===== config.mk =====
export PLATFORM = sky130hd
export DESIGN_NAME = int_controller
export DESIGN_NICKNAME = d
export VERILOG_FILES = /design/src/rtl/int_controller.sv
export SDC_FILE = /design/constraint.sdc
export NUM_CORES = 1
export LEC_CHECK = 0
export BUFFER_PORTS_ARGS = -buffer_cell sky130_fd_sc_hd__buf_2
export CAP_MARGIN = 20
export CELL_PAD_IN_SITES_DETAIL_PLACEMENT = 0
export CELL_PAD_IN_SITES_GLOBAL_PLACEMENT = 1
export CORE_MARGIN = 3
export CORE_UTILIZATION = 32
export CTS_CLUSTER_DIAMETER = 30
export DETAILED_ROUTE_END_ITERATION = 8
export MAX_ROUTING_LAYER = met4
export PLACE_DENSITY_LB_ADDON = 0.08
export SYNTH_ARGS = -nofsm -noshare
export SYNTH_HDL_FRONTEND = slang
export SYNTH_SLANG_ARGS = --single-unit

===== constraint.sdc =====
create_clock -name Clock_i -period 1.2 [get_ports Clock_i]
set_clock_uncertainty 0.05 [all_clocks]
set_input_delay 0.12 -clock Clock_i [delete_from_list [all_inputs] [get_ports Clock_i]]
set_output_delay 0.12 -clock Clock_i [all_outputs]
set_load 0.01 [all_outputs]

===== src/rtl/int_controller.sv =====
// Interrupt controller: latches peripheral requests, raises a registered IntReq with a
// priority-encoded handler vector, and tracks one in-service interrupt until RETI.
// Optional macro INTC_EDGE_EN selects rising-edge source detection (default: level).
module int_controller #(
   parameter int          NSRC       = 4,
   parameter logic [15:0] VEC_BASE   = 16'h0004,
   parameter int          VEC_STRIDE = 2
) (
   input  logic            Clock_i,
   input  logic            Reset_i,
   input  logic [NSRC-1:0] IrqSrc_i,
   input  logic            MaskWe_i,
   input  logic [NSRC-1:0] MaskIn_i,
   input  logic            IntAck_i,
   input  logic            Reti_i,
   output logic            IntReq_o,
   output logic [15:0]     IntVec_o,
   output logic [NSRC-1:0] Pending_o,
   output logic [NSRC-1:0] Mask_o,
   output logic            InService_o
);

   localparam int IDXW = (NSRC > 1) ? $clog2(NSRC) : 1;

   typedef enum logic [1:0] {
      IDLE    = 2'd0,
      REQ     = 2'd1,
      SERVICE = 2'd2
   } intc_state_t;

   intc_state_t     state_q;
   logic            int_req_q;
   logic [15:0]     int_vec_q;
   logic            in_service_q;
   logic [NSRC-1:0] pending_q;
   logic [NSRC-1:0] pending_d;
   logic [NSRC-1:0] mask_q;

   logic [NSRC-1:0] detect;
   logic [NSRC-1:0] req_vec;
   logic [NSRC-1:0] ack_clr;
   logic [IDXW-1:0] win_idx;
   logic            win_any;
   logic            ack_take;

`ifdef INTC_EDGE_EN
   logic [NSRC-1:0] irq_src_q;

   always_ff @(posedge Clock_i) begin
      if (Reset_i) begin
         irq_src_q <= '0;
      end else begin
         irq_src_q <= IrqSrc_i;
      end
   end

   assign detect = IrqSrc_i & ~irq_src_q;
`else
   assign detect = IrqSrc_i;
`endif

   assign req_vec = pending_q & ~mask_q;

   // Scan from the lowest-priority end so the last hit is the lowest index.
   always_comb begin
      win_idx = '0;
      win_any = 1'b0;
      for (int i = NSRC - 1; i >= 0; i--) begin
         if (req_vec[i]) begin
            win_idx = IDXW'(i);
            win_any = 1'b1;
         end
      end
   end

   // An ack is only honoured while a winner exists; otherwise there is nothing to serve.
   assign ack_take = (state_q == REQ) && IntAck_i && win_any;

   genvar gi;
   generate
      for (gi = 0; gi < NSRC; gi++) begin : g_pend
         assign ack_clr[gi]   = ack_take && (win_idx == IDXW'(gi));
         // A new detection on the ack edge re-sets the bit being cleared.
         assign pending_d[gi] = (pending_q[gi] & ~ack_clr[gi]) | detect[gi];
      end
   endgenerate

   function automatic logic [15:0] vec_of(input logic [IDXW-1:0] idx);
      return VEC_BASE + (16'(idx) * 16'(VEC_STRIDE));
   endfunction

   always_ff @(posedge Clock_i) begin
      if (Reset_i) begin
         state_q      <= IDLE;
         int_req_q    <= 1'b0;
         int_vec_q    <= VEC_BASE;
         in_service_q <= 1'b0;
         pending_q    <= '0;
         mask_q       <= '1;
      end else begin
         pending_q <= pending_d;
         if (MaskWe_i) begin
            mask_q <= MaskIn_i;
         end
         case (state_q)
            IDLE: begin
               if (win_any) begin
                  state_q   <= REQ;
                  int_req_q <= 1'b1;
                  int_vec_q <= vec_of(win_idx);
               end
            end
            REQ: begin
               if (ack_take) begin
                  state_q      <= SERVICE;
                  int_req_q    <= 1'b0;
                  in_service_q <= 1'b1;
                  int_vec_q    <= vec_of(win_idx);
               end else if (win_any) begin
                  int_vec_q <= vec_of(win_idx);
               end else begin
                  state_q   <= IDLE;
                  int_req_q <= 1'b0;
               end
            end
            SERVICE: begin
               if (Reti_i) begin
                  state_q      <= IDLE;
                  in_service_q <= 1'b0;
               end
            end
            default: begin
               state_q      <= IDLE;
               int_req_q    <= 1'b0;
               in_service_q <= 1'b0;
            end
         endcase
      end
   end

   assign IntReq_o    = int_req_q;
   assign IntVec_o    = int_vec_q;
   assign Pending_o   = pending_q;
   assign Mask_o      = mask_q;
   assign InService_o = in_service_q;

endmodule


Yosys cells after proc, flatten, opt, wreduce, memory -nomap -nowiden
Index checks and enable logic that the tools add are counted.
- $add $sub $neg: 1
- multiply operators: 0
- div/mod/pow operators: 0
- magnitude comparators: 0
- equal/unequal tests: 9
- shifts and indexed selects: 0
- multiplexer cells: 23
- bitwise gates (word level): 16
- reduce and logical (&&, ||, !) cells: 12
- operators by type and width (cell ; number):
    two-way mux 16 bit ; 2
    one-hot mux 16 bit (2 select lines) ; 1
    two-way mux 2 bit ; 8
    two-way mux 1 bit ; 9
    AND reduction 3 bit ; 3
    == test 2 bit, second input constant ; 3
    logical AND 1 bit ; 6
    inequality test 2 bit, second input constant ; 3
    inverter 1 bit ; 6
    one-hot mux 1 bit (3 select lines) ; 2
    one-hot mux 2 bit (3 select lines) ; 1
    adder 3 x 3 -> 4 bit, first input constant ; 1
    bitwise AND 1 bit ; 4
    bitwise AND 4 bit ; 1
    == test 2 x 1 -> 1 bit, second input constant ; 2
    zero test 2 bit ; 2
    inverter 4 bit ; 1
    bitwise OR 1 bit ; 4
    inequality test 3 bit, second input constant ; 1
    nonzero test 2 bit ; 1
- register bits after elaboration: 28
- latch bits: 0
- RAM bits: 0
- ROM bits: 0
- bits of input ports: 13
- output and inout port bits: 26
- word-level logic and storage cells: 67
- memories kept: 0

Longest topological paths before layout
- word-level depth: 11
- gate-level depth with buffers: 5
- mapped depth without buffers: 4

Least setup slack after synthesis
No wires, ideal clock.
- kind: register to register
- start: register pending_q[3], in the netlist Pending_o[3]
- end: register int_vec_q[0], in the netlist IntVec_o[0]
- arrival: 1161 ps
- required time: 1037 ps
- setup slack: -124 ps
- stages on the path, launching flop included: 6
- period minus slack after synthesis: 1324 ps
- cell sequence: dfxtp_1 -> nand2b_4 -> a41o_4 -> nor2b_4 -> buf_6 -> and2_4
- cells in the longest elaborated chain, start to end: 8
- elaborated cells between the ends (all ways): 9
- ends and longest elaborated chain (item ; line ; RTL):
    from (decl) ; 35 ; logic [NSRC-1:0] pending_q;
    from (signal assigned) ; 101 ; pending_q <= pending_d;
    bitwise AND 4 bit (*) ; 62 ; assign req_vec = pending_q & ~mask_q;
    two-way mux 1 bit (*) (4 in series) ; 69 ; if (req_vec[i]) begin
    two-way mux 16 bit or logical AND 1 bit (tied branches) ; n/a ;
    two-way mux 16 bit ; 114 ; if (ack_take) begin
    one-hot mux 16 bit (2 select lines) (*) ; 105 ; case (state_q)
    to (signal assigned) ; 110 ; int_vec_q <= vec_of(win_idx);
    to (signal assigned) ; 118 ; int_vec_q <= vec_of(win_idx);
    to (signal assigned) ; 120 ; int_vec_q <= vec_of(win_idx);
    to (decl) ; 33 ; logic [15:0] int_vec_q;
Mark *: on every way between the ends. The rest lies on a longest branch, timed or not.
A chain may end at the register's enable or synchronous reset.

Worst setup path in the final report
- start: register mask_q[0], in the netlist Mask_o[0]
- end: register int_vec_q[7], in the netlist IntVec_o[7]
- cells in the longest elaborated chain, start to end: 6
- elaborated cells between the ends (all ways): 7
- ends and longest elaborated chain (item ; line ; RTL):
    from (decl) ; 37 ; logic [NSRC-1:0] mask_q;
    from (signal assigned) ; 103 ; mask_q <= MaskIn_i;
    inverter 4 bit (*) ; 62 ;
    bitwise AND 4 bit (*) ; 62 ;
    two-way mux 1 bit (*) ; 69 ;
    two-way mux 16 bit or logical AND 1 bit (tied branches) ; n/a ;
    two-way mux 16 bit ; 114 ;
    one-hot mux 16 bit (2 select lines) (*) ; 105 ;
Marked as above.

==> summary.md <==
In the final routed layout, each cell accounts on average for 11.1 um. Number of warning messages in the yosys log: 0. The clock period minus worst slack was 1260 ps; the global placement routability congestion was 0.668. The level count of the clock H-tree came out at 1. The worst hold path begins at MaskWe_i. The worst-case headroom to the max-slew limit was 74.4%; the number of hold-slack violations in the final timing report was 0. Worst reg2reg path depth: 4. HPWL after detailed placement: 1570 um. In this run, placement finished with an instance count of 186.

Total count of max-transition violations in the final report: 0. In the layout the commonest cells are sky130_fd_sc_hd__buf_2, sky130_fd_sc_hd__dfxtp_1, sky130_fd_sc_hd__buf_4. The startpoint identified for the worst register-to-register timing path is Mask_o[0]. At the worst endpoint, the arrival time is 1450 ps. In the global route stage, overall resource usage came out at 12.1%. The busiest metal layer after global routing was met2. STA classifies the critical path startpoint as a flop. The later pin in the worst-skew pair is clocked with a latency of 330 ps. Vertical die dimension: 62.9 um.

The detail route stage leaves a number of antenna-violating nets equal to 0. VDD sags by at most 0.394 mV. The type of the tightest min-delay check was in2reg. The longest clock path from root to sink contains 2 buffers.

At the end of the flow, the number of nets in the layout was 174. The logs give 30 for the starting DRC count in detailed routing and -59.4 ps for the worst setup slack after layout. The first detailed-routing pass ran for 4 iterations. The synthesized netlist occupies a cell area of 1040 um2. The internal portion of the total power is 0.00146 W. For the area of the die, the log shows 3960 um2.

The width of the die works out to 62.9 um. Summing internal, switching and leakage power gives 0.00189 W. The checks that failed: negative setup slack. At the worst endpoint, the required time is 1390 ps. The number of maximum-capacitance constraint violations came out at 0. The floorplan step defined a core boundary enclosing 3080 um2. A synthesized cell averages 10.9 um2. The run gives 18.4% as the global-route met2 utilization. Hold path depth: 2.

The leading cell type in the layout, fill and taps excluded is sky130_fd_sc_hd__buf_2. The logs give 52.5% for the part of the total power dissipated in sequential elements and 2260 um for the wire length reported by the detailed router. For the count of unresolved DRC violations after routing, the log shows 0. The tools report the endpoint class of the critical path as a flop. The final clock period utilization by the worst path was 105%; the relative contribution of the clock network to total power was 32.7%. Net count of the mapped netlist: 108. The final core area utilization is 51.0%, and the met1 track utilization from global routing is 15.6%. In this run the register-to-register setup slack is -60 ps. Number of setup violations in the final report: 16. The tools report the maximum clock frequency as 794 MHz. The run gives 852 as the number of global-route vias before repair. The run gives 0 as the number of antenna violations at the first check in global routing. The cell count after synthesis came out at 95. CTS placed an instance of sky130_fd_sc_hd__clkbuf_4 at the clock tree root.

Fraction of final layout cells sized beyond drive strength 1: 53.1%. The actual slew at the worst max-slew pin came out at 384 ps. For the largest net degree at the start of global routing, the log shows 17.

The total I/O pin count came out at 39. The run gives 54.0% as the sequential share of the synthesized area. Summed over all nets, the switching power comes to 0.000425 W. Using the TritonRoute via totals, the vias-per-cell ratio works out to 4.29.

In this run the worst path has a maximum fanout of 7. Combinational fraction of design power: 14.7%. The endpoint identified for the worst register-to-register timing path is IntVec_o[7]. The initial utilization of the core area, before any placement, comes to 33.7%. The finished layout holds 204 standard cells, fillers aside. Setup repair after global routing could not meet its margin everywhere.

The count of input and output buffers works out to 38. The critical path is of the reg2reg type. The tools report the hold path endpoint as Mask_o[1].

Counting the buffers created by CTS gives 3. Synthesis inferred 28 register bits. The analysis attributes to cell leakage a power of 0.756 nW. For this design the ratio of total power to cell area is 1200 nW/um2. The met3 layer usage reported by global route is 2.88%.

Global-route wire length before repair: 3790 um. For this block, the via count after detailed routing is 876. The post-synthesis cell type count is 23, and the cell row count is 20. TritonCTS built the clock tree. The number of diodes was 0; the layout overhead on the synthesized area was 51.3%.

The number of sinks handled by clock tree synthesis is 28. Clock-pin slew was measured on the worst setup and hold paths at 160 ps. Of the total power, the share spent switching nets is 22.5%. After global routing the overflow that remains totals 0. The run finished, with violations left.
[stage by stage]
step	hold WS (ps)	TNS (ps)	cell area (um2)	setup WS, ps
final	55.9	-639	1570	-59.4
after global routing	74.6	-1430	1570	-124
after CTS	45.4	-1310	1540	-105
after detailed placement	281	-1140	1360	-90.4
after global placement	276	-730	1360	-54.5
after floorplan	167	-1020	1040	-99.7
[how the worst max path moves through the flow]
stage	cells after the start	slack, ps	from	endpoint
finish	4	-60	Mask_o[0]	IntVec_o[7]
floorplan	5	-100	Mask_o[3]	IntVec_o[0]
global route	4	-120	state_q[1]	Pending_o[1]
CTS	4	-100	Mask_o[2]	IntVec_o[14]
global placement	4	-50	Mask_o[3]	IntVec_o[8]
detailed placement	4	-90	Mask_o[0]	IntVec_o[7]
[critical path, cell delays in order (launching register included)]
cell	delay [ps]
sky130_fd_sc_hd__dfxtp_2	360
sky130_fd_sc_hd__nand2b_4	140
sky130_fd_sc_hd__a41o_4	300
sky130_fd_sc_hd__nor2b_4	160
sky130_fd_sc_hd__and2_4	170
[routing by layer]
layer  vias to the layer above  wire, um
li1                        451         -
met1                       402      1120
met2                        21      1010
met3                         2       117
met4                         0        15
met5                         -         0
[cell type report]
cell class	count	area [um2]
fill	321	1510
multi-input combinational	62	465
inverter	4	15.0
tap	44	55.1
sequential	28	572
clock buffer	3	22.5
timing repair buffer	62	409
clock inverter	1	30.0
[sequential cells by signal, indices dropped and copies added, names as in the netlist]
signal / flops
state_q: 2
Pending_o: 4
IntReq_o: 1
IntVec_o: 16
Mask_o: 4
InService_o: 1
[power groups by stage]
stage / clock network [W] / logic (W) / registers [W]
after global routing: 0.000661 / 0.000309 / 0.000998
after global placement: 0 / 0.000219 / 0.00101
after floorplan: 0 / 0.000105 / 0.00103
final: 0.000618 / 0.000279 / 0.000992
after CTS: 0.000644 / 0.000266 / 0.000992
after detailed placement: 0 / 0.000224 / 0.00101
[synthesized netlist by cell type]
| library cell | n | area, um2 |
|---|---|---|
| sky130_fd_sc_hd__and2_4 | 10 | 87.6 |
| sky130_fd_sc_hd__o21a_1 | 1 | 7.51 |
| sky130_fd_sc_hd__or3_1 | 1 | 6.26 |
| sky130_fd_sc_hd__and2_1 | 3 | 18.8 |
| sky130_fd_sc_hd__a41o_1 | 1 | 10.0 |
| sky130_fd_sc_hd__buf_2 | 1 | 5.00 |
| sky130_fd_sc_hd__nand2b_4 | 4 | 55.1 |
| sky130_fd_sc_hd__a41o_4 | 1 | 21.3 |
| sky130_fd_sc_hd__or2b_1 | 1 | 7.51 |
| sky130_fd_sc_hd__a211o_1 | 5 | 43.8 |
| sky130_fd_sc_hd__nor3b_1 | 1 | 7.51 |
| sky130_fd_sc_hd__nor2b_1 | 5 | 31.3 |
| sky130_fd_sc_hd__nor2b_4 | 1 | 13.8 |
| sky130_fd_sc_hd__dfxtp_1 | 28 | 561 |
| sky130_fd_sc_hd__buf_6 | 1 | 11.3 |
| sky130_fd_sc_hd__nand3b_1 | 2 | 15.0 |
| sky130_fd_sc_hd__a211oi_1 | 1 | 7.51 |
| sky130_fd_sc_hd__a21oi_2 | 1 | 8.76 |
| sky130_fd_sc_hd__nand2_1 | 4 | 15.0 |
| sky130_fd_sc_hd__o21ai_0 | 6 | 30.0 |
| sky130_fd_sc_hd__a21oi_1 | 8 | 40.0 |
| sky130_fd_sc_hd__inv_1 | 4 | 15.0 |
| sky130_fd_sc_hd__nor2_1 | 5 | 18.8 |
[logic make-up after synthesis]
group / after synthesis / share of synthesized area (%)
buffers and inverters: 6 / 3.01
AO/OA/AOI/OAI: 24 / 16.3
AND/OR/NAND/NOR: 37 / 26.7
flip-flops: 28 / 54.0
[timing repair]
item | 4_1_cts | 5_1_grt
setup buffers | 4 | 1
setup endpoints to repair | 15 | 19
hold endpoints to repair | 10 | 0
pin swaps | 6 | 9
resized for setup | 5 | 7
gates cloned | 0 | 1
hold buffers | 10 | 0
Note: power is estimated with default switching activity, not from simulation.
